==> src/rtl/pt2262_encoder.sv <==
// PT2262-compatible remote-control encoder: serialises 8 address trits and 4 data
// bits plus a sync word into the classic pulse-width waveform, repeated in bursts.
module pt2262_encoder #(
    parameter int ALPHA_DIV  = 250,
    parameter int MIN_FRAMES = 4
) (
    input  logic        clk,
    input  logic        reset,
    input  logic [15:0] A,
    input  logic [3:0]  D,
    input  logic        te,
    output logic        cod_o,
    output logic        busy,
    output logic        frame_done
);
    localparam int AW = (ALPHA_DIV > 1) ? $clog2(ALPHA_DIV) : 1;
    localparam int FW = $clog2(MIN_FRAMES + 1);
    localparam logic [AW-1:0] ALPHA_LAST = AW'(ALPHA_DIV - 1);
    localparam logic [FW-1:0] FRAMES_MIN = FW'(MIN_FRAMES);

    typedef enum logic [1:0] {IDLE, CODE, SYNC} state_t;

    state_t        state, state_next;
    logic [AW-1:0] alpha_cnt;
    logic [6:0]    unit_cnt;   // α units inside the current pulse (0..15) or sync word (0..127)
    logic          pulse_idx;
    logic [3:0]    sym_idx;
    logic [FW-1:0] frame_cnt;
    logic [15:0]   a_reg;
    logic [3:0]    d_reg;

    logic          alpha_tick, pulse_end, code_end, sync_end, frame_start;
    logic [FW-1:0] frame_cnt_inc;
    logic [1:0]    trit;
    logic          long_pulse, cod_next;

    assign alpha_tick    = (alpha_cnt == ALPHA_LAST);
    assign pulse_end     = alpha_tick && (unit_cnt == 7'd15);
    assign code_end      = (state == CODE) && pulse_end && pulse_idx && (sym_idx == 4'd11);
    assign sync_end      = (state == SYNC) && alpha_tick && (unit_cnt == 7'd127);
    assign frame_start   = (state == CODE) && (sym_idx == 4'd0) && !pulse_idx &&
                           (unit_cnt == 7'd0) && (alpha_cnt == '0);
    assign frame_cnt_inc = (frame_cnt == FRAMES_MIN) ? frame_cnt : frame_cnt + FW'(1);

    // Data bits are binary symbols, so they map onto the trits 00 / 11.
    always_comb begin
        trit = 2'b00;
        if (sym_idx < 4'd8) trit = a_reg[{sym_idx[2:0], 1'b0} +: 2];
        else                trit = {2{d_reg[sym_idx[1:0]]}};
    end

    // Floating trit (01/10) is a short pulse followed by a long one.
    assign long_pulse = (trit == 2'b11) || ((trit[1] ^ trit[0]) && pulse_idx);

    always_comb begin
        cod_next = 1'b0;
        case (state)
            CODE:    cod_next = long_pulse ? (unit_cnt < 7'd12) : (unit_cnt < 7'd4);
            SYNC:    cod_next = (unit_cnt < 7'd4);
            default: cod_next = 1'b0;
        endcase
    end

    always_comb begin
        state_next = state;
        case (state)
            IDLE:    if (te) state_next = CODE;
            CODE:    if (code_end) state_next = SYNC;
            SYNC:    if (sync_end) state_next = (te || (frame_cnt_inc < FRAMES_MIN)) ? CODE : IDLE;
            default: state_next = IDLE;
        endcase
    end

    always_ff @(posedge clk or posedge reset) begin
        if (reset) state <= IDLE;
        else       state <= state_next;
    end

    always_ff @(posedge clk or posedge reset) begin
        if (reset) begin
            alpha_cnt <= '0;
            unit_cnt  <= '0;
            pulse_idx <= 1'b0;
            sym_idx   <= '0;
        end else if (state == IDLE) begin
            alpha_cnt <= '0;
            unit_cnt  <= '0;
            pulse_idx <= 1'b0;
            sym_idx   <= '0;
        end else begin
            alpha_cnt <= alpha_tick ? '0 : alpha_cnt + AW'(1);
            if (code_end || sync_end) begin
                unit_cnt  <= '0;
                pulse_idx <= 1'b0;
                sym_idx   <= '0;
            end else if ((state == CODE) && pulse_end) begin
                unit_cnt  <= '0;
                pulse_idx <= !pulse_idx;
                if (pulse_idx) sym_idx <= sym_idx + 4'd1;
            end else if (alpha_tick) begin
                unit_cnt <= unit_cnt + 7'd1;
            end
        end
    end

    always_ff @(posedge clk or posedge reset) begin
        if (reset) begin
            frame_cnt <= '0;
            a_reg     <= '0;
            d_reg     <= '0;
        end else begin
            if (sync_end) frame_cnt <= (state_next == IDLE) ? '0 : frame_cnt_inc;
            if (frame_start) begin
                a_reg <= A;
                d_reg <= D;
            end
        end
    end

    // NOTE: outputs are registered from the current counters, so they trail the
    // internal state by exactly one cycle and never see A/D/te combinationally.
    always_ff @(posedge clk or posedge reset) begin
        if (reset) begin
            cod_o      <= 1'b0;
            busy       <= 1'b0;
            frame_done <= 1'b0;
        end else begin
            cod_o      <= cod_next;
            busy       <= (state != IDLE);
            frame_done <= sync_end;
        end
    end
endmodule

==> config.mk <==
export PLATFORM = sky130hd
export DESIGN_NAME = pt2262_encoder
export DESIGN_NICKNAME = d
export VERILOG_FILES = /design/src/rtl/pt2262_encoder.sv
export SDC_FILE = /design/constraint.sdc
export NUM_CORES = 1
export LEC_CHECK = 0
export ABC_AREA = 1
export BUFFER_PORTS_ARGS = -buffer_cell sky130_fd_sc_hd__buf_2
export CAP_MARGIN = 20
export CORE_ASPECT_RATIO = 0.75
export CORE_UTILIZATION = 60
export DETAILED_ROUTE_END_ITERATION = 10
export PLACE_DENSITY = 0.8
export SYNTH_ARGS = -nofsm -noshare
export SYNTH_HDL_FRONTEND = slang
export SYNTH_SLANG_ARGS = --single-unit
==> constraint.sdc <==
create_clock -name clk -period 2.9 [get_ports clk]
set_clock_uncertainty 0.05 [all_clocks]
set_input_delay 0.29 -clock clk [delete_from_list [all_inputs] [get_ports clk]]
set_output_delay 0.29 -clock clk [all_outputs]
set_load 0.02 [all_outputs]
* Word-level counts from Yosys, hierarchy flattened *
Index checks and enable logic that the tools add are counted.

storage, ports and cells
  register bits = 48
  logic and storage cells = 80
  input port bits = 23
  output and inout port bits = 3

operators by class
  bitwise operators = 1
  equal/unequal tests = 8
  add/subtract/negate cells = 4
  mux-type cells = 25
  shift-type cells = 1
  reductions and logical operators = 25
  $lt $le $gt $ge = 5

operators with widths
  operator               count
  $mux W7                4
  $mux W4                4
  $mux W8                2
  $shiftx A16 B5 Y2      1
  $logic_and A1 B1 Y1    11
  $add A8 B1 Y8 const B  1
  $eq A8 B8 Y1 const B   1
  $logic_not A8 Y1       1
  $mux W2                4
  $add A7 B1 Y7 const B  1
  $eq A7 B4 Y1 const B   1
  $eq A7 B7 Y1 const B   1
  $logic_not A7 Y1       1
  $lt A7 B3 Y1 const B   1
  $lt A7 B4 Y1 const B   1
  $mux W1                6
  $mux W3                2
  $pmux W2 S3            1
  $reduce_bool A3 Y1     2
  $add A4 B1 Y4 const B  1
  $eq A2 B2 Y1 const B   2
  $eq A4 B4 Y1 const B   1
  $logic_not A2 Y1       2
  $logic_not A4 Y1       1
  other kinds (14)       16

* Logic depth before layout (Yosys ltp) *
  word-level depth = 9
  depth in mapped cells = 15
  gate-level depth less buffers = 15

* Least setup slack after synthesis *
OpenSTA, ideal clock, no wires.

  kind = reg2reg
  from = reg sym_idx[0]
  to = reg cod_o
  stages on the path, launching flop included = 12
  path buffers = 1
  slack = 0.982 ns
  clock period less this slack = 1.918 ns
  arrival = 1.736 ns
  required time = 2.719 ns
  setup time = 0.131 ns
  path through = dfrtp_1 -> inv_1 -> buf_1 -> o21ai_0 -> o221ai_1 -> o211ai_1 -> nand2_1 -> ha_1 -> a21oi_1 -> nand2_1 -> o211ai_1 -> a21boi_0

on the way
  longest elaborated chain between the ends = 8
  elaborated cells on any way between the ends = 11
  classes of those cells = 1 x order compare; 1 x eq/ne; 1 x shift; 5 x mux; 1 x bitwise; 2 x reduce/logical

ends and longest elaborated chain
  what                                                                       line  text
  start, declared                                                            27    logic [3:0] sym_idx;
  start signal, assigned                                                     99    if (pulse_idx) sym_idx <= sym_idx + 4'd1;
  parallel branches: the longest is 2 deep, another holds $shiftx A16 B5 Y2  --
  $mux W2 (*)                                                                48    if (sym_idx < 4'd8) trit = a_reg[{sym_idx[2:0], 1'b0} +: 2];
  $xor A1 B1 Y1                                                              53    assign long_pulse = (trit == 2'b11) || ((trit[1] ^ trit[0]) && pulse_idx);
  $logic_and A1 B1 Y1                                                        53
  $logic_or A1 B1 Y1 (*)                                                     53
  $mux W1 (*)                                                                58    CODE: cod_next = long_pulse ? (unit_cnt < 7'd12) : (unit_cnt < 7'd4);
  $pmux W1 S2 (*)                                                            57    case (state)
  named net cod_next                                                         35    logic long_pulse, cod_next;
  end signal, assigned                                                       128   cod_o <= cod_next;
  end, declared                                                              12    output logic cod_o,

Mark *: on every way through the listed nets, which the timed path passes. The select of a mux whose other input is x is not followed.
A chain may end at the register's enable or synchronous reset.

* Final worst setup path *
Ends and elaborated chain as after synthesis.

==> summary.md <==
| Metric | Value |
|---|---|
| Status | complete, no violations |
| Register area | 1201 um2 |
| Root buffer cell | clkbuf_8 |
| Prevailing post-synth register cell | dfrtp_1 |
| Vias per cell | approximately 5.4 |
| Top-count cell post-synth | dfrtp_1 |
| Yosys warning count | 0 |
| Multi-input gate area | approximately 1300 um2 |
| WL final | 5292 um |
| Worst Tran Pin Value | approximately 0.45 ns |
| Clock sinks | between 40 and 50 |
| Clock slew at reported path FFs | ~0.090 ns |
| Final core occ | roughly 72% |
| Min-delay worst type | in2reg |
| Fin. Hold Viols | 0 |
| Synthesized flop and latch total | 48 |
| P_sw | about 800 uW |
| Setup violators final | 0 |
| Final Max Slew Viols | 0 |
| Critical path class | reg2reg |
| Reg power frac | between 40% and 50% |
| Gate Count Post-Synth | 294 |
| Largest net degree at the start of global routing | 49 |
| Global route total overflow | 0 |
| Area leader, netlist | dfrtp_1 |
| Syn Nets | 331 |
| Via count | a little over 2k |
| I/O Pins | 26 |
| Ant. Diodes | 0 |
| Latest clock arrival within the worst-skew pair | a little over 0.3 ns |
| Pre-CTS WS | 0.6876 ns |
| Hold endpoint | a_reg[1]$_DFFE_PP0P_ |
| Fin crit period | approximately 2.3 ns |
| Initial antenna violation count | 0 |
| Drt pass-1 iters | 4 |
| CTS Buffer Depth | 2 |
| Max reg flops | 16 |
| Library cells used by synthesis | 35 |
| Global-route wire length before repair | 8894 um |
| Area delta synth->final | 11.86% |
| Drc violations | 0 |
| Combinational share of power | between 30% and 40% |
| Met2 Resource Use GR | between 30% and 40% |
| RSZ-0062 raised after global routing | false |
| PD cells | 753.5 nW/um2 |
| Grt peak-use layer | met2 |
| Post-route cell area | ~3000 um2 |
| Final worst path period share | just under 80% |
| Worst r2r src | sym_idx[0]$_DFFE_PP0P_ |
| Cell Count, Final, Fillers Out | ~380 |
| Data required, critical path | 3.05 ns |
| DR WL/cell | between 10 and 15 um |
| Most instantiated cells after synthesis | dfrtp_1 (48), inv_1 (43), nand2_1 (30), nor2_1 (27) |
| M1 GR Usage | 37.35% |
| Setup TNS | 0 ns |
| Core area | 4179 um2 |
| Die width | approximately 79 um |
| M3 GR Usage | 4.580% |
| Initial Util | ~64% |
| Worst setup slack after layout | between 0.6 and 0.7 ns |
| Int Power | 1.483 mW |
| Port buffer count | 25 |
| Fmax | 442.6 MHz |
| Placed cell count | 369 |
| Reg2Reg Setup Slack | ~0.64 ns |
| Post-synth top area share | 44.65% |
| Critical Path End Type | register |
| TritonCTS Buffers | 5 |
| Synth top area cells | dfrtp_1 (45%), mux2_2 (8.4%), ha_1 (6.5%), inv_1 (6.0%), nand2_1 (4.2%) |
| Number of synthesized flops with an enable pin | 0 |
| Clk pwr share | between 20% and 30% |
| Synthesized cell area | 2690 um2 |
| Routed Antenna Nets | 0 |
| Final Net Count | 360 |
| Share of cells above drive strength 1 | between 20% and 30% |
| Worst hold margin | around 0.15 ns |
| Placed Area | 2864 um2 |
| Pleak | between 1 and 1.5 nW |
| Max-cap viol count | 0 |
| Die area | about 4800 um2 |
| Largest fanout on the critical path | 13 |
| Vias in the first global route | approximately 1.9k |
| Max H-tree Level | 2 |
| Arrival @ worst endpoint | 2.41 ns |
| FF-to-FF End | cod_o$_DFF_PP0_ |
| CTS tree | built |
| Ys async rst share | 100.0% |
| Hpwl dp | ~4000 um |
| Total GRT Usage | roughly 26% |
| Die Y | approximately 60 um |
| Worst Reg-to-Reg Cells | 10 |
| Worst hold path depth | 2 |
| GPL Wtd Cong | 0.9067 |
| # rows | 20 |
| Avg Synthesized Cell Area | about 9.1 um2 |
| DRT iter0 DRCs | around 170 |
| Max_slew headroom | ~70% |
| IR drop worst, VDD | 0.0004439 V |
| Sequential element share of the synthesized area | roughly 45% |
| Fillers | between 300 and 400 |
| Final total power | approximately 2.3 mW |
| Sw Ratio | roughly a third |
| Critical path launch point type | register |
| Hold wc startpoint | A[1] |
worst max path at each step:
stage | start | to | slack [ns] | cells past startpoint
finish | sym_idx[0]$_DFFE_PP0P_ | cod_o$_DFF_PP0_ | 0.64 | 10
global route | sym_idx[0]$_DFFE_PP0P_ | cod_o$_DFF_PP0_ | 0.50 | 10
CTS | sym_idx[0]$_DFFE_PP0P_ | cod_o$_DFF_PP0_ | 0.66 | 10
detailed placement | sym_idx[0]$_DFFE_PP0P_ | cod_o$_DFF_PP0_ | 0.69 | 10
global placement | sym_idx[0]$_DFFE_PP0P_ | cod_o$_DFF_PP0_ | 0.79 | 10
floorplan | sym_idx[0]$_DFFE_PP0P_ | cod_o$_DFF_PP0_ | 0.98 | 11
cells by family after synthesis:
| logic type | synth area share, % |
|---|---|
| AND/OR/NAND/NOR | 22.37 |
| buffers and inverters | 7.860 |
| flip-flops | 44.65 |
| AO/OA/AOI/OAI | 9.907 |
| multiplexers | 8.372 |
| adder cells (fa/ha/maj) | 6.512 |
| XOR/XNOR | 0.3256 |
layer usage:
metal,wire (um),vias to the layer above
li1,-,1030
met1,2604,959
met2,2312,63
met3,291,7
met4,83,0
met5,0,-
worst max-delay path: stages, from the launching register on:
cell and delay (ns):
dfrtp_1 0.56, inv_1 0.28, o21ai_0 0.24, o22ai_1 0.09, o211ai_1 0.16, nand2_1 0.08, ha_1 0.29, a21oi_1 0.15
nand2_1 0.07, o211ai_1 0.08, a21boi_0 0.10
area by class of cell:
class / instances / share of cell area [%]
multi-input cells: 191 / 42.45
clock buffers: 5 / 2.287
inverters: 49 / 6.112
repair buffers: 28 / 5.405
clock inverters: 3 / 1.538
flip-flops and latches: 48 / 39.92
well taps: 55 / 2.287
power groups by stage:
stage / Combinational [mW] / Clock [mW] / Sequential [mW]
floorplan: 0.610 / 0 / 0.964
global placement: 0.747 / 0 / 0.995
detailed placement: 0.773 / 0 / 1.00
CTS: 0.778 / 0.511 / 0.990
global route: 0.870 / 0.539 / 1.01
finish: 0.775 / 0.502 / 0.990
what timing repair did:
item | in CTS | in global routing
buffers inserted | 0 | 0
endpoints found under the hold margin | 0 | 20
setup endpoints to repair | 0 | 0
resized for setup | 0 | 0
hold buffers | 0 | 1
cells in the final DEF (no fill, tap or decap), drive strengths merged, types with 7 or more instances in the layout:
| master | netlist | layout |
|---|---|---|
| inv | 49 | 50 |
| dfrtp | 48 | 48 |
| nand2 | 38 | 38 |
| nor2 | 35 | 35 |
| buf | 5 | 27 |
| o21ai | 21 | 21 |
| mux2 | 20 | 20 |
| nand3 | 18 | 18 |
| ha | 14 | 14 |
| a21oi | 11 | 11 |
| nor3 | 9 | 9 |
| nand4 | 7 | 7 |
(Power assumes the default switching activity.)
